`config.mk`:
```
export PLATFORM = sky130hd
export DESIGN_NAME = prog_loader_flat
export DESIGN_NICKNAME = d
export VERILOG_FILES = /design/src/rtl/prog_loader_if.sv /design/src/rtl/prog_loader.sv /design/src/flat_wrapper.sv
export SDC_FILE = /design/constraint.sdc
export NUM_CORES = 1
export LEC_CHECK = 0
export ABC_AREA = 1
export CAP_MARGIN = 0
export CORE_ASPECT_RATIO = 1.4
export CORE_MARGIN = 2
export CORE_UTILIZATION = 45
export DETAILED_ROUTE_END_ITERATION = 8
export PLACE_DENSITY_LB_ADDON = 0.12
export SYNTH_ARGS = -nofsm -noshare
export SYNTH_HDL_FRONTEND = slang
export SYNTH_SLANG_ARGS = --single-unit
```
`constraint.sdc`:
```
create_clock -name clk1 -period 3.1 [get_ports clk1]
set_input_delay 0.93 -clock clk1 [delete_from_list [all_inputs] [get_ports clk1]]
set_output_delay 0.93 -clock clk1 [all_outputs]
set_load 0.05 [all_outputs]
```
`src/rtl/prog_loader_if.sv`:
```
// Byte-stream input and memory write port of the program loader.
// master = stream source / memory side, slave = loader.
interface prog_loader_if #(
  parameter int ADDR_W = 10
);
  logic              in_valid;
  logic [7:0]        in_data;
  logic              in_ready;
  logic              mem_we;
  logic [ADDR_W-1:0] mem_addr;
  logic [31:0]       mem_wdata;

  modport master (
    output in_valid, in_data,
    input  in_ready, mem_we, mem_addr, mem_wdata
  );

  modport slave (
    input  in_valid, in_data,
    output in_ready, mem_we, mem_addr, mem_wdata
  );
endinterface

```
`src/rtl/prog_loader.sv`:
```
// Byte-serial program loader: framed stream -> sequential 32-bit memory writes,
// XOR checksum gate on cpu_run. Optional inter-byte timeout: LOADER_TIMEOUT_EN.
//
// state  | meaning
// IDLE   | discard bytes until SYNC
// HDR    | collect ADDR_HI, ADDR_LO, CNT_HI, CNT_LO
// DATA   | assemble words MSB first, write each complete word
// CHK    | compare received checksum byte with running XOR
// DONE   | load ok, cpu_run held until reset
// ERR    | load failed, err_code held until reset
module prog_loader #(
  parameter int         ADDR_W    = 10,
  parameter int         MEM_DEPTH = 1024,
  parameter logic [7:0] SYNC_BYTE = 8'hA5
`ifdef LOADER_TIMEOUT_EN
  , parameter int       TIMEOUT_CYC = 4096
`endif
) (
  input  logic              clk1,
  input  logic              rst,
  prog_loader_if.slave      bus,
  output logic              load_busy,
  output logic              cpu_run,
  output logic              load_err,
  output logic [1:0]        err_code,
  output logic [ADDR_W:0]   word_cnt
);

  typedef enum logic [2:0] {
    S_IDLE, S_HDR, S_DATA, S_CHK, S_DONE, S_ERR
  } state_t;

  state_t      state, state_nxt;
  logic [1:0]  err_nxt;
  logic [1:0]  byte_idx;
  logic [15:0] start_addr;
  logic [15:0] count;
  logic [15:0] cnt_full;
  logic [16:0] range_sum;
  logic [7:0]  xor_acc;
  logic [23:0] word_sr;
  logic        accept;
  logic        busy;
  logic        range_bad;
  logic        last_word;

  assign busy         = (state == S_HDR) || (state == S_DATA) || (state == S_CHK);
  // Held low while rst is asserted so no byte is taken during reset.
  assign bus.in_ready = !rst && (state != S_DONE) && (state != S_ERR);
  assign accept       = bus.in_valid && bus.in_ready;

  assign load_busy = busy;
  assign cpu_run   = (state == S_DONE);
  assign load_err  = (state == S_ERR);

  // Range check uses the CNT_LO byte on the bus, before it is registered.
  assign cnt_full  = {count[15:8], bus.in_data};
  assign range_sum = {1'b0, start_addr} + {1'b0, cnt_full};
  assign range_bad = (cnt_full == 16'd0) || (range_sum > 17'(MEM_DEPTH));
  assign last_word = ((16'(word_cnt) + 16'd1) == count);

`ifdef LOADER_TIMEOUT_EN
  localparam int GAP_W = $clog2(TIMEOUT_CYC + 1);
  logic [GAP_W-1:0] gap;
  logic             gap_tc;

  assign gap_tc = busy && !accept && (gap == '0);

  always_ff @(posedge clk1) begin
    if (rst || accept || !busy) gap <= GAP_W'(TIMEOUT_CYC);
    else if (gap != '0)         gap <= gap - 1'b1;
  end
`endif

  always_comb begin
    state_nxt = state;
    err_nxt   = err_code;
    case (state)
      S_IDLE: if (accept && (bus.in_data == SYNC_BYTE)) state_nxt = S_HDR;
      S_HDR: begin
        if (accept && (byte_idx == 2'd3)) begin
          if (range_bad) begin
            state_nxt = S_ERR;
            err_nxt   = 2'd2;
          end else begin
            state_nxt = S_DATA;
          end
        end
      end
      S_DATA: if (accept && (byte_idx == 2'd3) && last_word) state_nxt = S_CHK;
      S_CHK: begin
        if (accept) begin
          if (bus.in_data == xor_acc) begin
            state_nxt = S_DONE;
          end else begin
            state_nxt = S_ERR;
            err_nxt   = 2'd1;
          end
        end
      end
      S_DONE:  state_nxt = S_DONE;
      S_ERR:   state_nxt = S_ERR;
      default: state_nxt = S_IDLE;
    endcase
`ifdef LOADER_TIMEOUT_EN
    if (gap_tc) begin
      state_nxt = S_ERR;
      err_nxt   = 2'd3;
    end
`endif
  end

  always_ff @(posedge clk1) begin
    if (rst) begin
      state         <= S_IDLE;
      err_code      <= 2'd0;
      byte_idx      <= 2'd0;
      start_addr    <= 16'd0;
      count         <= 16'd0;
      xor_acc       <= 8'd0;
      word_sr       <= 24'd0;
      word_cnt      <= '0;
      bus.mem_we    <= 1'b0;
      bus.mem_addr  <= '0;
      bus.mem_wdata <= 32'd0;
    end else begin
      state      <= state_nxt;
      err_code   <= err_nxt;
      bus.mem_we <= 1'b0;
      if (accept) begin
        case (state)
          S_IDLE: begin
            if (bus.in_data == SYNC_BYTE) begin
              xor_acc  <= 8'd0;
              word_cnt <= '0;
              byte_idx <= 2'd0;
            end
          end
          S_HDR: begin
            xor_acc  <= xor_acc ^ bus.in_data;
            byte_idx <= byte_idx + 2'd1;
            case (byte_idx)
              2'd0:    start_addr[15:8] <= bus.in_data;
              2'd1:    start_addr[7:0]  <= bus.in_data;
              2'd2:    count[15:8]      <= bus.in_data;
              default: count[7:0]       <= bus.in_data;
            endcase
          end
          S_DATA: begin
            xor_acc  <= xor_acc ^ bus.in_data;
            word_sr  <= {word_sr[15:0], bus.in_data};
            byte_idx <= byte_idx + 2'd1;
            if (byte_idx == 2'd3) begin
              bus.mem_we    <= 1'b1;
              bus.mem_addr  <= start_addr[ADDR_W-1:0] + word_cnt[ADDR_W-1:0];
              bus.mem_wdata <= {word_sr, bus.in_data};
              word_cnt      <= word_cnt + 1'b1;
            end
          end
          default: ;
        endcase
      end
    end
  end

endmodule
```
`src/flat_wrapper.sv`:
```
// flat-port wrapper written by rule: the top's interface ports become plain ports
module prog_loader_flat 
#(
  parameter int         ADDR_W    = 10,
  parameter int         MEM_DEPTH = 1024,
  parameter logic [7:0] SYNC_BYTE = 8'hA5

)
  (clk1, rst, load_busy, cpu_run, load_err, err_code, word_cnt, bus_in_valid, bus_in_data, bus_in_ready, bus_mem_we, bus_mem_addr, bus_mem_wdata);
  prog_loader_if #(.ADDR_W(ADDR_W)) bus_i ();
  input  logic clk1;
  input  logic rst;
  output logic load_busy;
  output logic cpu_run;
  output logic load_err;
  output logic [1:0] err_code;
  output logic [ADDR_W:0] word_cnt;
  input wire logic [$bits(bus_i.in_valid)-1:0] bus_in_valid;
  input wire logic [$bits(bus_i.in_data)-1:0] bus_in_data;
  output wire logic [$bits(bus_i.in_ready)-1:0] bus_in_ready;
  output wire logic [$bits(bus_i.mem_we)-1:0] bus_mem_we;
  output wire logic [$bits(bus_i.mem_addr)-1:0] bus_mem_addr;
  output wire logic [$bits(bus_i.mem_wdata)-1:0] bus_mem_wdata;
  assign bus_i.in_valid = bus_in_valid;
  assign bus_i.in_data = bus_in_data;
  assign bus_in_ready = bus_i.in_ready;
  assign bus_mem_we = bus_i.mem_we;
  assign bus_mem_addr = bus_i.mem_addr;
  assign bus_mem_wdata = bus_i.mem_wdata;
  prog_loader #(.ADDR_W(ADDR_W), .MEM_DEPTH(MEM_DEPTH), .SYNC_BYTE(SYNC_BYTE)) u_core (.clk1(clk1), .rst(rst), .bus(bus_i), .load_busy(load_busy), .cpu_run(cpu_run), .load_err(load_err), .err_code(err_code), .word_cnt(word_cnt));
endmodule
```
==> results of run 1 <==
==> cell type report <==
| cell class | instances | area share |
|---|---|---|
| Clock inverter | 14 | 0.02455 |
| Clock buffer | 18 | 0.05136 |
| Timing Repair Buffer | 113 | 0.1246 |
| Sequential cell | 125 | 0.2994 |
| Multi-Input combinational cell | 684 | 0.4192 |
| Tap cell | 189 | 0.02830 |
| Inverter | 117 | 0.05255 |
==> through the flow <==
stage / hold WS, ps / util / setup TNS [ps]
after global routing: 480.7 / 0.5786 / 0
after global placement: 438.1 / 0.5335 / -1124
after CTS: 457.3 / 0.5774 / 0
after floorplan: 441.3 / - / 0
final: 453.0 / 0.5786 / 0
after detailed placement: 449.5 / 0.5335 / -1415
==> power by group <==
part           total, mW  internal [mW]  switching [mW]  leakage (nW)
Combinational      0.569          0.198           0.370          2.43
Sequential          1.69           1.65          0.0403          1.01
Clock               2.13           1.36           0.763         0.303
==> worst max-delay path, cell delays in order (launching register included) <==
cell and delay (ps):
sky130_fd_sc_hd__dfxtp_1 450, sky130_fd_sc_hd__inv_2 80, sky130_fd_sc_hd__nor3_1 260, sky130_fd_sc_hd__clkdlybuf4s50_1 860
==> cells in the final DEF (no fill, tap or decap), types with 16 or more instances in the layout <==
cell type and instances:
sky130_fd_sc_hd__buf_4 42, sky130_fd_sc_hd__nand2_1 208, sky130_fd_sc_hd__nand3_1 50, sky130_fd_sc_hd__ha_1 31, sky130_fd_sc_hd__nand4_1 16, sky130_fd_sc_hd__clkdlybuf4s50_1 68, sky130_fd_sc_hd__inv_1 110, sky130_fd_sc_hd__o21ai_0 82
sky130_fd_sc_hd__a21oi_1 103, sky130_fd_sc_hd__clkbuf_16 17, sky130_fd_sc_hd__nor2_1 116, sky130_fd_sc_hd__dfxtp_1 125
==> registers in the layout, indices dropped and copies added, names as in the netlist <==
name / count
u_core.bus.mem_wdata: 32
u_core.byte_idx: 2
u_core.count: 16
u_core.word_sr: 24
u_core.bus.mem_addr: 10
u_core.xor_acc: 8
u_core.bus.mem_we: 1
u_core.err_code: 2
u_core.state: 3
u_core.word_cnt: 11
u_core.start_addr: 16
==> cells by family after synthesis <==
| family | Yosys count |
|---|---|
| simple gates | 418 |
| compound gates | 214 |
| fa+ha+maj | 33 |
| flops | 125 |
| xor+xnor | 19 |
| buf+inv | 156 |
==> worst paths after layout <==
path / endpoint / slack (ps) / from
setup / recovery: load_err / 110 / u_core.state[2]
hold / removal: u_core.err_code[1] / 450 / u_core.err_code[1]
setup reg to reg: u_core.state[2] / 680 / u_core.word_cnt[1]
hold reg to reg: u_core.err_code[1] / 450 / u_core.err_code[1]
==> layer usage <==
metal	up-vias	track usage	part of all wire
met5	-	0	0
li1	3328	-	-
met1	2863	0.2984	0.43
met2	132	0.4166	0.49
met3	38	0.04321	0.038
met4	0	0.1104	0.036
==> out/summary.log, run 1 <==
INFO  run_status     status=finished clean
INFO  routing        wl_per_cell=14.90um
INFO  critical_path  crit_arrival=2060ps
INFO  clocking       cts_root_buffer=sky130_fd_sc_hd__clkbuf_16
INFO  sta            timing.final.setup_violations=0
INFO  floorplan      fp.dieArea=15740squm
INFO  routing        ant_nets=0
INFO  synthesis      flip_flop_and_latch_count_after_synthesis=125
INFO  finish         regArea=2502squm
INFO  global_routing gr-total-overflow=0
INFO  placed_design  post-place-ws=-307.9ps
INFO  global_routing first_global_vias=5981
INFO  synthesis      netlist_instances=965
INFO  floorplan      io_pins=71
INFO  synthesis      syn_avg_cell_area=6.872squm
INFO  synthesis      syn_area=6631squm
INFO  clocking       clock-sinks=125
INFO  critical_path  path_class=flip-flop to output port
INFO  finish         postLayoutCellArea=8357squm
INFO  floorplan      die_w=106.6um
INFO  clocking       ctsHtreeMaxLevel=4
INFO  synthesis      synth_top_family_by_area=simple AND/OR/NAND/NOR gates
INFO  synthesis      netlist.area_leader.share=0.3774
INFO  synthesis      synthFlopType=sky130_fd_sc_hd__dfxtp_1
INFO  synthesis      synth.area.mux_share=0
INFO  global_routing grt_start_max_net_pins=67
INFO  power_and_ir_drop vdd_ir_drop_max=0.0005188V
INFO  critical_path  crit_path_start_kind=flip-flop
INFO  synthesis      synth_compound_gate_area_share=0.1711
INFO  clocking       post_cts.repair.setup_buffers=0
INFO  power_and_ir_drop power_density=525.1nW/um^2
INFO  finish         fillCellCount=1397
INFO  synthesis      yosys_warnings=0
INFO  placed_design  placedCellCount=1228
INFO  placed_design  place_area=7706squm
INFO  placed_design  routabilityCongestion=0.9440
INFO  sta            fmaxAchievable=334.5MHz
INFO  synthesis      synth_edf_count=0
INFO  clocking       cts_tree=done
INFO  finish         insertedDiodeCount=0
INFO  critical_path  crit_required=2170ps
INFO  worst_hold_path timing.hold.worst_path_depth=2
INFO  synthesis      synth_xor_xnor_area_share=0.02509
INFO  critical_path  r2r_cells=13
INFO  clocking       cts_repair_resize_count=0
INFO  global_routing grt_antenna_before_repair=0
INFO  clocking       cts.reportedPaths.clkPinSlew=60ps
INFO  sta            unrepaired_setup_endpoints_after_global_routing=false
INFO  synthesis      synth.area.top_cells=sky130_fd_sc_hd__dfxtp_1, sky130_fd_sc_hd__nand2_1, sky130_fd_sc_hd__a21oi_1
INFO  routing        finalWirelength=18780um
INFO  floorplan      placement_rows=52
INFO  finish         post_layout_cell_count=1260
INFO  routing        via_per_inst=5.048
INFO  sta            setup_ws=110.6ps
INFO  floorplan      core_area=14440squm
INFO  synthesis      ys_types=37
INFO  routing        route.vias.total=6361
INFO  power_and_ir_drop static-leakage-power=3.743nW
INFO  sta            slew_viol_final=0
INFO  clocking       clock_path_buffers=2
INFO  finish         flow.area_growth_from_synthesis=26.02%
INFO  clocking       postCtsHoldBufs=0
INFO  global_routing grt.total_usage=0.2442
INFO  finish         multi_input_area=3503squm
INFO  synthesis      synth_most_common_cell=sky130_fd_sc_hd__nand2_1
INFO  clocking       cts_buffers=17
INFO  sta            timing_worst_slew_pin_value=540.9ps
INFO  power_and_ir_drop power.total=4.389mW
INFO  synthesis      net_count_of_the_mapped_netlist=1009
INFO  clocking       worstSkewPairLatency=410ps
INFO  sta            final_period_minus_worst_setup_slack=2989ps
INFO  worst_hold_path hold_class=flip-flop to flip-flop
INFO  critical_path  endpoint_kind=output port
INFO  sta            slew_limit_headroom=0.6382
INFO  synthesis      yosys.area_share.simple=0.2651
INFO  placed_design  place.detailed.hpwl=13930um
INFO  routing        first_iteration_detailed_routing_drc_count=274
INFO  routing        detail_route.drc_violations=0
INFO  finish         final_layout_size_suffix_gt1_frac=0.09150
INFO  sta            fin_skew=9.582ps
INFO  synthesis      synth-async-reset-ratio=0
INFO  run            max-cap-violations=0
INFO  routing        firstDrtPassIters=5
INFO  floorplan      initial_core_util=0.4591
INFO  critical_path  crit_path_max_fo=7
INFO  placed_design  placement.io_buffers=70
INFO  sta            timing.final.crit_share=0.9643
INFO  global_routing grt_first_pass_wirelength=30100um
INFO  synthesis      synth-adder-area-share=0.06453
INFO  synthesis      yosysSeqAreaShare=0.3774
INFO  floorplan      floorplan.die.height=147.6um
INFO  synthesis      synth_commonest_cells=sky130_fd_sc_hd__nand2_1, sky130_fd_sc_hd__dfxtp_1, sky130_fd_sc_hd__nor2_1
INFO  sta            final_hold_violation_count=0
INFO  synthesis      yosys.area.top_type=sky130_fd_sc_hd__dfxtp_1
INFO  finish         fin_nets=1102
(Power assumes the default switching activity.)
==> inputs of run 2 (changes only) <==
--- a/config.mk
+++ b/config.mk
@@ -8,9 +8,9 @@
 export ABC_AREA = 1
 export CAP_MARGIN = 0
 export CORE_ASPECT_RATIO = 1.4
-export CORE_MARGIN = 2
-export CORE_UTILIZATION = 45
+export CORE_UTILIZATION = 29
 export DETAILED_ROUTE_END_ITERATION = 8
+export DONT_BUFFER_PORTS = 1
 export PLACE_DENSITY_LB_ADDON = 0.12
 export SYNTH_ARGS = -nofsm -noshare
 export SYNTH_HDL_FRONTEND = slang
==> out/summary.log, run 2 (synthesis gave the netlist of run 1 again) <==
INFO  run_status     status=finished clean
INFO  critical_path  timing.critical_path.depth=15 [+12]
INFO  finish         largest_regs=u_core.bus.mem_wdata (32), u_core.word_sr (24)
INFO  sta            timing.setup.tns=0ps [unchanged]
INFO  critical_path  endpoint_kind=flip-flop
INFO  critical_path  sum_of_buffers_and_inverters_on_the_critical_path=0 [-2]
INFO  routing        ant_nets=0 [unchanged]
INFO  sta            timing_worst_slew_pin_value=544.0ps [+3.035 ps]
INFO  floorplan      fp.dieArea=23480squm [+49%]
INFO  critical_path  crit_required=3450ps [+1280 ps]
INFO  routing        route.vias.total=5980 [-6.0%]
INFO  sta            fin_skew=8.106ps [-1.476 ps]
INFO  finish         insertedDiodeCount=0 [unchanged]
INFO  clocking       post_cts.repair.setup_buffers=0 [unchanged]
INFO  clocking       cts_buffers=17 [unchanged]
INFO  routing        via_per_inst=4.646 [-8.0%]
INFO  global_routing grt_antenna_before_repair=0 [unchanged]
INFO  finish         top_register=u_core.bus.mem_wdata
INFO  worst_hold_path timing.hold.worst_path_depth=2 [unchanged]
INFO  critical_path  crit_path_start_kind=input pin
INFO  critical_path  path_class=input pin to flip-flop
INFO  routing        firstDrtPassIters=4 [-1]
INFO  sta            timing.final.crit_share=0.8276 [-0.1367]
INFO  critical_path  critical-path-top-delay-family=simple AND/OR/NAND/NOR gates
INFO  routing        first_iteration_detailed_routing_drc_count=250 [-8.8%]
INFO  global_routing first_global_vias=5954 [-0.45%]
INFO  run            max-cap-violations=0 [unchanged]
INFO  power_and_ir_drop power.total=4.311mW [-1.8%]
INFO  clocking       clock_path_buffers=2 [unchanged]
INFO  sta            timing.final.setup_violations=0 [unchanged]
INFO  floorplan      placement_rows=65 [+25%]
INFO  finish         final_layout_size_suffix_gt1_frac=0.07809 [-0.01341]
INFO  finish         largest_register_ffs=32 [unchanged]
INFO  routing        wl_per_cell=15.93um [+6.9%]
INFO  critical_path  critical-path-slowest-cell=sky130_fd_sc_hd__fa_1
INFO  clocking       cts_tree=done
INFO  routing        finalWirelength=20500um [+9.2%]
INFO  routing        detail_route.drc_violations=0 [unchanged]
INFO  clocking       postCtsHoldBufs=0 [unchanged]
INFO  power_and_ir_drop vdd_ir_drop_max=0.0003185V [-39%]
INFO  clocking       clock-sinks=125 [unchanged]
INFO  placed_design  place_area=7033squm [-8.7%]
INFO  floorplan      core_area=22530squm [+56%]
INFO  floorplan      io_pins=71 [unchanged]
INFO  finish         flow.area_growth_from_synthesis=15.43%
INFO  sta            unrepaired_setup_endpoints_after_global_routing=false
INFO  global_routing grt_start_max_net_pins=67 [unchanged]
INFO  worst_hold_path hold_class=flip-flop to flip-flop
INFO  critical_path  crit_path_max_fo=5 [-2]
INFO  finish         layout.cells.most_common=sky130_fd_sc_hd__nand2_1
INFO  sta            slew_limit_headroom=0.6369 [-0.001389]
INFO  floorplan      die_w=129.8um [+22%]
INFO  sta            fmaxAchievable=389.8MHz [+17%]
INFO  placed_design  placement.io_buffers=0 [-100%]
INFO  floorplan      floorplan.die.height=180.9um [+23%]
INFO  clocking       cts_root_buffer=sky130_fd_sc_hd__clkbuf_16
INFO  sta            slew_viol_final=0 [unchanged]
INFO  sta            final_hold_violation_count=0 [unchanged]
INFO  finish         postLayoutCellArea=7655squm [-8.4%]
INFO  critical_path  cpMostUsedCell=sky130_fd_sc_hd__nand2_1
INFO  finish         layout.cells.most_common_list=sky130_fd_sc_hd__nand2_1, sky130_fd_sc_hd__dfxtp_1, sky130_fd_sc_hd__nor2_1
INFO  sta            final_period_minus_worst_setup_slack=2566ps [-423.8 ps]
INFO  critical_path  r2r_cells=15 [+2]
INFO  clocking       worstSkewPairLatency=420ps [about the same]
INFO  critical_path  crit_arrival=2920ps [+860 ps]
INFO  clocking       cts.reportedPaths.clkPinSlew=60ps [about the same]
INFO  placed_design  routabilityCongestion=0.8496 [-10%]
INFO  global_routing gr-total-overflow=0 [unchanged]
INFO  global_routing grt.total_usage=0.1855 [-0.05868]
INFO  power_and_ir_drop power_density=563.2nW/um^2 [+7.2%]
INFO  critical_path  timing.critical_path.cells=ha_1 -> fa_1 -> nand3_1 -> nand2_1 -> nand2_1 -> nand2_1 -> nand2_1 -> nand2_1 -> nor2_1 -> nand3_1 -> o21bai_1 -> nand3_1 -> nand2_1 -> nand2_1 -> a21oi_1
INFO  clocking       ctsHtreeMaxLevel=4 [unchanged]
INFO  placed_design  place.detailed.hpwl=15350um [+10%]
INFO  power_and_ir_drop static-leakage-power=3.427nW [-8.4%]
INFO  finish         fin_nets=1017 [-7.7%]
INFO  global_routing grt_first_pass_wirelength=33110um [+10%]
INFO  critical_path  critical_path_max_stage_delay=430ps [-430 ps]
INFO  floorplan      initial_core_util=0.2944 [-0.1648]
INFO  clocking       cts_repair_resize_count=0 [unchanged]
-- run 2: cell types whose count changed in the layout (fill, tap and decap cells not counted), moves of 2 or more --
cell	delta
sky130_fd_sc_hd__clkdlybuf4s50_1	-68
sky130_fd_sc_hd__buf_4	-15
sky130_fd_sc_hd__inv_6	-5
sky130_fd_sc_hd__clkinv_2	+3
sky130_fd_sc_hd__nand2_1	+2
sky130_fd_sc_hd__nand2_2	-2
-- run 2: path summary, 6_finish.rpt --
path | slack, ps | start | endpoint
worst max-delay path | 530 | bus_in_data[0] | u_core.err_code[0]
worst min-delay path | 460 | u_core.word_sr[23] | u_core.word_sr[23]
worst max register to register | 630 | u_core.start_addr[0] | u_core.err_code[0]
worst min register to register | 460 | u_core.word_sr[23] | u_core.word_sr[23]
-- run 2: worst reg2reg max path, stage by stage (launching register included) --
cell                       delay (ps)
sky130_fd_sc_hd__dfxtp_1          380
sky130_fd_sc_hd__ha_1             250
sky130_fd_sc_hd__fa_1             430
sky130_fd_sc_hd__nand3_1          120
sky130_fd_sc_hd__nand2_1          100
sky130_fd_sc_hd__nand2_1          100
sky130_fd_sc_hd__nand2_1           90
sky130_fd_sc_hd__nand2_1           70
sky130_fd_sc_hd__nand2_1           40
sky130_fd_sc_hd__nor2_1            80
sky130_fd_sc_hd__nand3_1           70
sky130_fd_sc_hd__o21bai_1         240
sky130_fd_sc_hd__nand3_1          150
sky130_fd_sc_hd__nand2_1          110
sky130_fd_sc_hd__nand2_1           50
sky130_fd_sc_hd__a21oi_1          130
-- run 2: per-layer routing --
| metal | share of wire | global-route usage | up-vias | wire, um |
|---|---|---|---|---|
| met2 | 0.51 | 0.3316 | 95 | 10470 |
| met3 | 0.035 | 0.03287 | 15 | 709 |
| met5 | 0 | 0 | - | 0 |
| li1 | - | - | 3155 | - |
| met4 | 0.014 | 0.05581 | 0 | 278 |
| met1 | 0.44 | 0.2217 | 2715 | 9044 |
-- run 2: layout make-up --
cell class / instances / area (sq um)
Fill cell: 2463 / 14870
Multi-Input combinational cell: 684 / 3492
Sequential cell: 125 / 2502
Inverter: 117 / 439.2
Clock buffer: 18 / 429.2
Tap cell: 301 / 376.6
Timing Repair Buffer: 28 / 222.7
Clock inverter: 14 / 192.7
-- run 2: power by group --
part	switching [mW]	internal, mW	leakage (nW)	total [mW]
clock	0.772	1.35	0.296	2.12
combinational	0.327	0.155	2.12	0.482
sequential	0.0580	1.65	1.01	1.71
total	1.16	3.15	3.43	4.31
-- run 2: per-stage QoR --
stage               hold slack (ps)  utilization  worst slack [ps]  instances
global placement              447.1       0.3122             136.1       1255
floorplan                     441.3            -             180.7        965
CTS                           455.3       0.3398             511.0       1287
finish                        455.2       0.3398             534.4       1287
global route                  490.2       0.3398             283.2       1287
detailed placement            445.9       0.3122             59.53       1255
==> inputs of run 3 (changes only) <==
==> constraint.sdc (replaced) <==
create_clock -name clk1 -period 2.09 [get_ports clk1]
set_input_delay 0.627 -clock clk1 [delete_from_list [all_inputs] [get_ports clk1]]
set_output_delay 0.627 -clock clk1 [all_outputs]
set_load 0.05 [all_outputs]
==> out/summary.log, run 3 (synthesis gave the netlist of run 1 again) <==
INFO  sta            timing.final.crit_share=1.033
INFO  global_routing first_global_vias=6499 [+9.2%]
INFO  run_status     status=finished with violations
INFO  sta            timing.final.setup_violations=3 [+3]
INFO  sta            timing_worst_slew_pin_value=551.1ps [+7.164 ps]
INFO  global_routing grt_antenna_before_repair=0 [unchanged]
INFO  routing        firstDrtPassIters=4 [unchanged]
INFO  clocking       cts_tree=done
INFO  worst_hold_path hold_class=input pin to flip-flop
INFO  finish         flow.area_growth_from_synthesis=30.91%
INFO  clocking       cts_root_buffer=sky130_fd_sc_hd__clkbuf_16
INFO  floorplan      io_pins=71 [unchanged]
INFO  sta            slew_viol_final=0 [unchanged]
INFO  critical_path  crit_required=2440ps [-1010 ps]
INFO  routing        routed_wl_met3=718um [+1.3%]
INFO  routing        highest_layer=met4
INFO  finish         post_layout_cell_count=1364 [+6.0%]
INFO  finish         largest_regs=u_core.bus.mem_wdata (32), u_core.word_sr (24)
INFO  power_and_ir_drop power.share.clock=0.462 [-0.029]
INFO  clocking       ctsHtreeMaxLevel=4 [unchanged]
INFO  routing        ant_nets=0 [unchanged]
INFO  critical_path  path_class=flip-flop to flip-flop
INFO  finish         layout.core_utilization=0.3853 [+0.04554]
INFO  routing        met2_length=11780um [+13%]
INFO  clocking       worstSkewPairLatency=420ps [about the same]
INFO  global_routing grt_start_max_net_pins=51 [-24%]
INFO  floorplan      floorplan.die.height=180.9um [unchanged]
INFO  placed_design  routabilityCongestion=0.8184 [-3.7%]
INFO  run_status     failed_checks=setup timing
INFO  sta            final_period_minus_worst_setup_slack=2159ps
INFO  routing        detail_route.drc_violations=0 [unchanged]
INFO  critical_path  crit_arrival=2510ps [-410 ps]
INFO  sta            final_hold_violation_count=0 [unchanged]
INFO  power_and_ir_drop share_seq_of_total_power=0.394 [-0.003]
INFO  power_and_ir_drop p_sw=1.852mW [+60%]
INFO  global_routing gr-total-overflow=0 [unchanged]
INFO  clocking       postCtsHoldBufs=0 [unchanged]
INFO  finish         final_layout_size_suffix_gt1_frac=0.2239 [+0.1458]
INFO  routing        finalWirelength=22330um [+8.9%]
INFO  finish         layout.cells.most_common_list=sky130_fd_sc_hd__nand2_1, sky130_fd_sc_hd__dfxtp_1, sky130_fd_sc_hd__inv_1
INFO  global_routing grt_first_pass_wirelength=35420um [+7.0%]
INFO  placed_design  placedCellCount=1329 [+5.9%]
INFO  finish         top_register=u_core.bus.mem_wdata
INFO  clocking       cts.reportedPaths.clkPinSlew=70ps [about the same]
INFO  finish         insertedDiodeCount=0 [unchanged]
INFO  routing        first_iteration_detailed_routing_drc_count=262 [+4.8%]
INFO  routing        via_per_inst=4.710 [+1.4%]
INFO  floorplan      placement_rows=65 [unchanged]
INFO  power_and_ir_drop power_switching_share=0.2881 [+0.01966]
INFO  sta            fmaxAchievable=463.1MHz
INFO  critical_path  crit_path_max_fo=3 [-2]
INFO  critical_path  ff2ff_setup_slack=-70ps [-700 ps]
INFO  floorplan      fp.dieArea=23480squm [unchanged]
INFO  power_and_ir_drop static-leakage-power=3.831nW [+12%]
INFO  placed_design  place.detailed.hpwl=16880um [+9.9%]
INFO  finish         fin_nets=1094 [+7.6%]
INFO  critical_path  endpoint_kind=flip-flop
INFO  routing        route.vias.total=6425 [+7.4%]
INFO  floorplan      core_area=22530squm [unchanged]
INFO  floorplan      initial_core_util=0.2944 [unchanged]
INFO  sta            setup_ws=-69.16ps [-603.6 ps]
INFO  sta            fin_skew=11.76ps [+3.656 ps]
INFO  power_and_ir_drop cell_internal_pwr=4.577mW [+45%]
INFO  clocking       clock_path_buffers=2 [unchanged]
INFO  finish         layout.cells.most_common=sky130_fd_sc_hd__nand2_1
INFO  clocking       cts_buffers=17 [unchanged]
INFO  global_routing grt.total_usage=0.2005 [+0.01498]
INFO  power_and_ir_drop power_density=740.7nW/um^2 [+32%]
INFO  critical_path  crit_path_start_kind=flip-flop
INFO  power_and_ir_drop pwr-share-comb=0.144 [+0.032]
INFO  finish         fillCellCount=2427 [-1.5%]
INFO  routing        wl_per_cell=16.37um [+2.8%]
INFO  finish         largest_register_ffs=32 [unchanged]
INFO  routing        m1WireLength=9007um [-0.41%]
INFO  floorplan      die_w=129.8um [unchanged]
INFO  sta            unrepaired_setup_endpoints_after_global_routing=true
INFO  sta            slew_limit_headroom=0.6321 [-0.004782]
INFO  run            max-cap-violations=0 [unchanged]
INFO  clocking       clock-sinks=125 [unchanged]
INFO  placed_design  placement.io_buffers=0 [unchanged]
INFO  power_and_ir_drop vdd_ir_drop_max=0.0004521V [+42%]
==> run 3: metrics by stage <==
stage	total power [mW]	area, sq um	setup WS [ps]	setup TNS, ps	hold WS, ps
4_1_cts	6.440	8433	-60.27	-172.6	251.5
2_1_floorplan	3.110	6675	-206.8	-730.1	441.3
6_report	6.430	8681	-69.16	-132.7	261.3
3_3_place_gp	3.415	7652	-445.6	-3612	451.2
3_5_place_dp	3.405	7652	-488.1	-3588	451.3
5_1_grt	6.723	8681	-229.2	-878.2	241.6
==> run 3: critical path: stages (launching register included) <==
cell and delay [ps]:
sky130_fd_sc_hd__dfxtp_4 370, sky130_fd_sc_hd__ha_4 160, sky130_fd_sc_hd__fa_2 360, sky130_fd_sc_hd__nand3_2 100, sky130_fd_sc_hd__nand2_4 80, sky130_fd_sc_hd__nand2_4 80, sky130_fd_sc_hd__nand2_4 60, sky130_fd_sc_hd__nand2_2 60
sky130_fd_sc_hd__nand3b_1 70, sky130_fd_sc_hd__nand2_1 70, sky130_fd_sc_hd__nand3_1 100, sky130_fd_sc_hd__nor2_4 150, sky130_fd_sc_hd__nand3_2 120, sky130_fd_sc_hd__nand2_2 100, sky130_fd_sc_hd__nand2_2 60, sky130_fd_sc_hd__a21oi_2 140
==> run 3: path summary, 6_finish.rpt <==
check	cells past startpoint	from	to
max reg2reg	15	u_core.start_addr[0]	u_core.err_code[0]
min	1	rst	u_core.word_cnt[4]
max	15	u_core.start_addr[0]	u_core.err_code[0]
min reg2reg	2	u_core.word_sr[23]	u_core.word_sr[23]
==> run 3: what timing repair did <==
| item | CTS | global route |
|---|---|---|
| buffers inserted | 2 | 1 |
| resized for setup | 39 | 56 |
| pin swaps | 22 | 29 |
| endpoints found under the setup margin | 9 | 10 |
==> run 3: cell type report <==
class | count | area, sq um | area share
inverter | 117 | 439.2 | 0.05059
tap | 301 | 376.6 | 0.04338
timing repair buffer | 105 | 837.1 | 0.09643
multi-input combinational | 684 | 3923 | 0.4519
clock buffer | 18 | 429.2 | 0.04944
clock inverter | 14 | 157.7 | 0.01816
sequential | 125 | 2519 | 0.2901
==> run 3: power groups by stage <==
stage	logic [mW]	registers [mW]	clock network [mW]
3_5_place_dp	0.824	2.58	0
4_1_cts	0.861	2.53	3.05
3_3_place_gp	0.835	2.58	0
2_1_floorplan	0.550	2.56	0
5_1_grt	1.03	2.54	3.15
6_report	0.927	2.54	2.97
==> run 3: routing by layer <==
metal  vias to the layer above  GRT usage
met3                        40    0.03435
met2                       115     0.3624
met1                      2954     0.2270
met5                         -          0
met4                         0    0.08512
li1                       3316          -
